## config.mk

```make
export PLATFORM = sky130hd
export DESIGN_NAME = mem_dump_reader
export DESIGN_NICKNAME = d
export VERILOG_FILES = /design/src/rtl/mem_dump_reader.sv
export SDC_FILE = /design/constraint.sdc
export NUM_CORES = 1
export LEC_CHECK = 0
export CORE_ASPECT_RATIO = 0.6
export CORE_UTILIZATION = 46
export DETAILED_ROUTE_END_ITERATION = 16
export GPL_TIMING_DRIVEN = 0
export PLACE_DENSITY = 0.77
export SYNTH_ARGS = -nofsm -noshare
export SYNTH_HDL_FRONTEND = slang
export SYNTH_SLANG_ARGS = --single-unit
```

## constraint.sdc

```tcl
create_clock -name clk -period 2.9 [get_ports clk]
set_input_delay 0.29 -clock clk [delete_from_list [all_inputs] [get_ports clk]]
set_output_delay 0.29 -clock clk [all_outputs]
set_load 0.01 [all_outputs]
```

## src/rtl/mem_dump_reader.sv

```systemverilog
// Read-side sweep sequencer: issues one memory read per word over a contiguous,
// wrapping address range and streams {addr, data} pairs through a 2-entry buffer.
module mem_dump_reader #(
    parameter int width  = 32,
    parameter int depth  = 32,
    parameter int addr_w = 5
) (
    input  logic              clk,
    input  logic              reset,
    input  logic              start,
    input  logic [addr_w-1:0] base,
    input  logic [addr_w:0]   count,
    output logic              busy,
    output logic              done,
    output logic              m_valid,
    input  logic              m_ready,
    output logic [width-1:0]  m_data,
    output logic [addr_w-1:0] m_addr,
    output logic              mem_rd_en,
    output logic [addr_w-1:0] mem_raddr,
    output logic              mem_write,
    input  logic [width-1:0]  mem_rdata
);

    typedef enum logic [1:0] {IDLE, RUN, DRAIN} state_t;

    state_t              state_q, state_d;
    logic [addr_w-1:0]   next_addr_q, next_addr_d;
    logic [addr_w:0]     remaining_q, remaining_d;
    logic                inflight_q, inflight_d;
    logic [addr_w-1:0]   infl_addr_q, infl_addr_d;
    logic [1:0]          fifo_cnt_q, fifo_cnt_d;
    logic [addr_w-1:0]   e0_addr_q, e0_addr_d, e1_addr_q, e1_addr_d;
    logic [width-1:0]    e0_data_q, e0_data_d, e1_data_q, e1_data_d;
    logic                done_q, done_d;

    logic                push, pop, issue, last_pop;
    logic [2:0]          occ;
    logic [addr_w-1:0]   addr_inc;

    assign push     = inflight_q;
    assign pop      = (fifo_cnt_q != 2'd0) && m_ready;
    // A word leaving this cycle frees its slot, so back-to-back issue sustains one word per cycle.
    assign occ      = 3'(fifo_cnt_q) + 3'(inflight_q) - 3'(pop);
    assign addr_inc = (next_addr_q == addr_w'(depth - 1)) ? '0 : next_addr_q + addr_w'(1);
    assign last_pop = (fifo_cnt_q == 2'd1) && !inflight_q && pop;

    // State register
    always_ff @(posedge clk or posedge reset) begin
        if (reset) begin
            state_q <= IDLE;
        end else begin
            state_q <= state_d;
        end
    end

    // Next-state logic
    always_comb begin
        state_d = state_q;
        case (state_q)
            IDLE:    if (start && count != '0) state_d = RUN;
            RUN:     if (issue && remaining_q == (addr_w+1)'(1)) state_d = DRAIN;
            DRAIN:   if (last_pop) state_d = IDLE;
            default: state_d = IDLE;
        endcase
    end

    // Output logic
    always_comb begin
        busy  = (state_q != IDLE);
        issue = (state_q == RUN) && (remaining_q != '0) && (occ < 3'd2);
    end

    assign mem_rd_en = issue;
    assign mem_raddr = next_addr_q;
    assign mem_write = 1'b0;
    assign m_valid   = (fifo_cnt_q != 2'd0);
    assign m_addr    = e0_addr_q;
    assign m_data    = e0_data_q;
    assign done      = done_q;

    // Datapath next values
    always_comb begin
        next_addr_d = next_addr_q;
        remaining_d = remaining_q;
        inflight_d  = issue;
        infl_addr_d = infl_addr_q;
        fifo_cnt_d  = fifo_cnt_q;
        e0_addr_d   = e0_addr_q;
        e0_data_d   = e0_data_q;
        e1_addr_d   = e1_addr_q;
        e1_data_d   = e1_data_q;
        done_d      = 1'b0;

        if (state_q == IDLE && start) begin
            if (count != '0) begin
                next_addr_d = base;
                remaining_d = count;
            end else begin
                done_d = 1'b1;
            end
        end

        if (issue) begin
            next_addr_d = addr_inc;
            remaining_d = remaining_q - (addr_w+1)'(1);
            infl_addr_d = next_addr_q;
        end

        if (state_q == DRAIN && last_pop) begin
            done_d = 1'b1;
        end

        // Head is always e0; e1 shifts forward on pop.
        case ({push, pop})
            2'b10: begin
                if (fifo_cnt_q == 2'd0) begin
                    e0_addr_d = infl_addr_q;
                    e0_data_d = mem_rdata;
                end else begin
                    e1_addr_d = infl_addr_q;
                    e1_data_d = mem_rdata;
                end
                fifo_cnt_d = fifo_cnt_q + 2'd1;
            end
            2'b01: begin
                e0_addr_d  = e1_addr_q;
                e0_data_d  = e1_data_q;
                fifo_cnt_d = fifo_cnt_q - 2'd1;
            end
            2'b11: begin
                if (fifo_cnt_q == 2'd1) begin
                    e0_addr_d = infl_addr_q;
                    e0_data_d = mem_rdata;
                end else begin
                    e0_addr_d = e1_addr_q;
                    e0_data_d = e1_data_q;
                    e1_addr_d = infl_addr_q;
                    e1_data_d = mem_rdata;
                end
            end
            default: ;
        endcase
    end

    always_ff @(posedge clk or posedge reset) begin
        if (reset) begin
            next_addr_q <= '0;
            remaining_q <= '0;
            inflight_q  <= 1'b0;
            infl_addr_q <= '0;
            fifo_cnt_q  <= 2'd0;
            e0_addr_q   <= '0;
            e0_data_q   <= '0;
            e1_addr_q   <= '0;
            e1_data_q   <= '0;
            done_q      <= 1'b0;
        end else begin
            next_addr_q <= next_addr_d;
            remaining_q <= remaining_d;
            inflight_q  <= inflight_d;
            infl_addr_q <= infl_addr_d;
            fifo_cnt_q  <= fifo_cnt_d;
            e0_addr_q   <= e0_addr_d;
            e0_data_q   <= e0_data_d;
            e1_addr_q   <= e1_addr_d;
            e1_data_q   <= e1_data_d;
            done_q      <= done_d;
        end
    end

endmodule

```

==> results of run 1 <==
## metrics by stage
step / cells / setup TNS, ns / area [µm²] / utilization [%]
floorplan: 377 / 0 / 4340 / -
global placement: 599 / -127.62 / 5420 / 59.2
detailed placement: 600 / -1.32 / 5450 / 59.5
CTS: 624 / 0 / 5840 / 63.8
global route: 626 / 0 / 5850 / 63.9
finish: 626 / 0 / 5850 / 63.9
## synth_stat cells (3+ instances only)
master    number  area share, %
a21oi_1        7           0.81
a221o_1        3           0.69
buf_2          7           0.81
buf_4          5           0.87
clkbuf_1       7           0.61
dfrtp_1       96             55
ha_1           6            1.7
inv_1         11           0.95
mux2_2        36            9.3
mux2i_1       39            9.0
nand2_1       62            5.4
nand3_1        3           0.35
nor2_1        11           0.95
o21ai_0       40            4.6
o22ai_1        5           0.72
or2_2          3           0.43
xor2_1         3           0.61
## routing by layer
metal	part of all wire (%)	global-route usage (%)	vias up
met2	45	33.9	105
met4	0.93	7.02	0
met3	6.1	5.23	8
li1	-	-	1542
met1	48	30.3	1603
met5	0	0	-
## power breakdown
group	total (W)	internal, W	switching [W]
registers	0.00243	0.00201	0.000421
clock network	0.00109	0.000598	0.000489
logic	0.00326	0.00171	0.00156
## registers in the layout (all words and copies together) (netlist names)
signal       count
done             1
mem_raddr        5
state_q          2
e1_data_q       32
inflight_q       1
e1_addr_q        5
m_addr           5
remaining_q      6
m_data          32
fifo_cnt_q       2
infl_addr_q      5
## final cells by class
cell class / instances / area [µm²] / share of cell area, %
clock buffer: 10 / 239 / 4.08
inverter: 11 / 43.8 / 0.748
buffer: 17 / 92.6 / 1.58
multi-input combinational: 250 / 1820 / 31.2
timing repair buffer: 107 / 1050 / 18.0
clock inverter: 5 / 33.8 / 0.577
tap: 130 / 163 / 2.78
sequential: 96 / 2400 / 41.1
## cell families after synthesis
kind of cell / Yosys count / share of synthesized area, %
flops: 96 / 55.4
simple gates: 94 / 9.58
mux: 76 / 18.6
compound gates: 67 / 9.64
buf+inv: 31 / 3.49
fa+ha+maj: 7 / 2.19
xor+xnor: 5 / 1.01
other cells: 1 / 0.0865
## timing repair
item                       CTS  global route
setup endpoints to repair   14             1
gates resized for setup     17             3
setup buffers               11             3
pin swaps                    4             4
## path summary, 6_finish.rpt
kind	end	from	slack, ns	cells past startpoint
hold reg to reg	m_data[3]	m_data[3]	0.48	2
max in group asynchronous	m_addr[0]	reset	1.91	3
min in group clk	m_data[3]	m_data[3]	0.48	2
setup reg to reg	remaining_q[1]	fifo_cnt_q[0]	0.23	12
hold / removal	e1_data_q[15]	reset	0.36	2
setup / recovery	mem_rd_en	fifo_cnt_q[0]	0.08	10
==> impl_metrics.ini, run 1 <==
[timing]
hold_viol_final = 0
finalCritPeriodShare_pct = 97.2
postLayoutSetupSlackWorst_ns = 0.0814
rsz0062_at_grt = no
relSlewSlack_pct = 58.8
holdWs_ns = 0.359
fin_crit_ns = 2.82
worst_pin_slew_ns = 0.616
setup_viol = 0
report.final.slew_viol_count = 0
finClkSkew_ns = 0.00510
clock.fmax_ghz = 0.355

[critical_path]
crit_chain = inv_2 -> ha_4 -> nand2b_4 -> nor2_4 -> buf_4 -> fa_1 -> nand3b_1 -> a211o_4 -> inv_2 -> buf_6
crit_arrival_ns = 2.53
worst-endpoint-required_ns = 2.61
worst-path-buf-inv = 4
slowest_stage = fa_1
path_common_cell = inv_2
crit_family = adder cells
cp_max_fo = 5
start_kind = flop
path_class = flop to primary output
critPathCaptureType = primary output
cpPeakStageDelay_ns = 0.54

[power]
p_total_w = 0.00678
power_density_nw_per_um2 = 1160
power_leakage_nw = 2.63
peakVddDrop_mv = 0.478

[detailed_routing]
routedWlPerCell_um = 15.9
finalWirelength_mm = 9.98
drt_iter0_drc = 205
vias = 3258
viasPerCell = 5.20
antenna_left = 0
drc = 0
dr.pass1.iters = 4

[global_route]
track_usage_pct = 21.9
grt_pass1_vias = 3261
antenna_found_initial = 0
grt_overflow_total = 0
grt_max_degree = 55
grt_pass1_wl_mm = 16.5

[clock_tree]
cts_tree = yes
clockBufferDepth = 2
htreeDepth = 3
cts_hold_repair.buffers = 0
cts.clk_slew.worst_paths_ns = 0.06
cts.sinks = 96
clk_latency_ns = 0.34
cts_inserted_buffers = 9
clockRootBuffer = clkbuf_16

[yosys]
synth_warnings = 0
synth_edf_count = 0
synth_nets = 431
netlist_instances = 377
avgSynthCellArea_um2 = 11.5
ys_ff_latch = 96
synth_ff_type = dfrtp_1
synth.cell_area_um2 = 4340
synth-seq-area-share_pct = 55.4
async_reset_ff_share_pct = 100
ys_types = 45

[cells_and_area]
antennaDiodeCount = 0
fillerInstances = 710
syn2layout_area_growth_pct = 35.0
mostFrequentLayoutCells = 95 x dfrtp_1, 91 x clkdlybuf4s50_1, 62 x nand2_1
fin_nets = 546
layout_commonest_cell = dfrtp_1
layout-drive-gt1-share_pct = 19.6

[placed_design]
post-place-ws_ns = -0.614
gp_congestion = 0.812
dp_hpwl_mm = 6.95
portBuffers = 92

[worst_hold_path]
hp-class = primary input to async pin

[floorplan]
io_pins = 94
dieArea_um2 = 9830
die_y_um = 77.2
num_rows = 27
die_x_um = 127
core_um2 = 9160
start_util_pct = 47.4

[run_status]
outcome = finished, final reports clean

[job]
max_cap_violations = 0
Power figures use the tool's default switching activity.
==> run 2: changes to the inputs <==
Settings changed: GPL_TIMING_DRIVEN 0 to 1, SLEW_MARGIN set to 20.
==> run 2 against run 1 <==
- utilization shrank 0.068 points
- register-to-register slack is essentially flat
- hold slack gained 0.092 ns
- cell count shrank 1.6%
- global-route usage shrank 1.5 points
- die area is the same
- critical path depth is the same
- sequential share of layout area is essentially flat
- final area shrank 0.11%
- sequential power is essentially flat
- largest cell class unchanged
==> impl_metrics.ini, run 2 (synthesized netlist as in run 1, its figures left out) <==
[critical_path]
rrSetupSlack_ns = 0.23
path_class = flop to primary output
crit_chain = inv_2 -> ha_4 -> nor2b_1 -> nor2_1 -> o21ai_2 -> fa_1 -> nand3b_1 -> a211o_1 -> inv_2 -> buf_2
crit_arrival_ns = 2.44
rr_startpoint = fifo_cnt_q[1]
cpPeakStageDelay_ns = 0.52
reg2reg_to = mem_raddr[3]
start_kind = flop
critPathCaptureType = primary output
reg2regPathDepth = 12
path_common_cell = inv_2
slowest_stage = fa_1
cp_max_fo = 3
worst-endpoint-required_ns = 2.61

[timing]
finalSetupTns_ns = 0
worst_pin_slew_ns = 0.773
finClkSkew_ns = 0.00569
hold_viol_final = 0
fin_crit_ns = 2.73
rsz0062_at_grt = no
holdWs_ns = 0.450
clock.fmax_ghz = 0.366
setup_viol = 0
finalCritPeriodShare_pct = 94.1
report.final.slew_viol_count = 0
relSlewSlack_pct = 48.5

[cells_and_area]
fin_nets = 535
antennaDiodeCount = 0
syn2layout_area_growth_pct = 34.9
layout_commonest_cell = dfrtp_1
mostFrequentLayoutCells = 96 x dfrtp_1, 91 x clkdlybuf4s50_1, 62 x nand2_1
final_area_um2 = 5850
utilization_pct = 63.9
layout-drive-gt1-share_pct = 18.3

[clock_tree]
cts.sinks = 96
clockBufferDepth = 2
cts_hold_repair.buffers = 0
htreeDepth = 3
clk_latency_ns = 0.34
cts_inserted_buffers = 9
cts_tree = yes
clockRootBuffer = clkbuf_16
cts.clk_slew.worst_paths_ns = 0.06

[floorplan]
num_rows = 27
io_pins = 94
start_util_pct = 47.4
dieArea_um2 = 9830
core_um2 = 9160
die_x_um = 127
die_y_um = 77.2

[placed_design]
place_area_um2 = 5470
gp_congestion = 0.817
portBuffers = 92
dp_hpwl_mm = 6.45

[detailed_routing]
routedWlPerCell_um = 15.4
viasPerCell = 5.13
antenna_left = 0
finalWirelength_mm = 9.51
dr.pass1.iters = 4
vias = 3161
drt_iter0_drc = 229
drc = 0

[global_route]
grt_pass1_vias = 3084
grt_pass1_wl_mm = 15.4
track_usage_pct = 20.4
grt_overflow_total = 0
grt_max_degree = 75
antenna_found_initial = 0

[job]
max_cap_violations = 0

[power]
peakVddDrop_mv = 0.560
power_leakage_nw = 2.63
power_density_nw_per_um2 = 1170

[run_status]
outcome = finished, final reports clean

[worst_hold_path]
hp-class = primary input to async pin
==> run 2: changes by cell type in the layout (fill, tap and decap cells not counted), sizes merged <==
cell and change:
clkinv -2, bufinv +2, buf -4, clkinvlp -2, clkbuf -4
==> run 2: power by group <==
part / leakage [nW] / internal, W / switching (W)
clock: 0.154 / 0.000779 / 0.000470
sequential: 1.15 / 0.00201 / 0.000434
combinational: 1.32 / 0.00165 / 0.00147
==> run 2: worst max path at each step <==
stage | from | to | slack, ns | depth (start not counted)
finish | fifo_cnt_q[1] | mem_rd_en | 0.17 | 10
global placement | m_ready | mem_rd_en | -0.05 | 9
detailed placement | m_ready | mem_rd_en | -0.08 | 9
floorplan | reset | done | 0.10 | 1
global route | fifo_cnt_q[1] | mem_rd_en | 0.05 | 10
CTS | fifo_cnt_q[1] | mem_rd_en | 0.006 | 10
==> run 2: worst max-delay path, delay by kind of cell, from the launching register on <==
family | cells | cell delay, ns
fa+ha+maj | 2 | 0.66
compound gates | 2 | 0.42
simple gates | 3 | 0.36
flops | 1 | 0.39
buf+inv | 3 | 0.27
==> run 2: repair_timing <==
action,4_1_cts,5_1_grt
gates cloned,0,0
gates resized for setup,5,9
setup buffers,0,5
pin swaps,2,5
endpoints found under the setup margin,1,4
==> run 2: final cells by class <==
| cell class | count | area, µm² |
|---|---|---|
| multi-input combinational | 250 | 1830 |
| tap | 130 | 163 |
| clock inverter | 3 | 65.1 |
| clock buffer | 13 | 250 |
| fill | 736 | 3310 |
| sequential | 96 | 2400 |
| timing repair buffer | 113 | 1100 |
| inverter | 11 | 43.8 |
==> run 2: layer usage <==
layer | track usage (%) | up-vias | routed length [µm]
met3 | 5.37 | 8 | 499
li1 | - | 1520 | -
met5 | 0 | - | 0
met2 | 30.1 | 84 | 4180
met1 | 29.5 | 1549 | 4730
met4 | 5.71 | 0 | 105
==> run 2: metrics by stage <==
stage	power, W	setup WS [ns]	std cells
final	0.00681	0.171	616
after global routing	0.00730	0.0488	616
after CTS	0.00677	0.00577	611
after detailed placement	0.00549	-0.0802	595
after global placement	0.00535	-0.0540	595
after floorplan	0.00424	0.103	377
==> run 3: changes to the inputs <==
Settings changed: HOLD_SLACK_MARGIN set to 0.03.
==> results of run 3 <==
No change in the layout: final DEF, timing and power equal those of run 2.
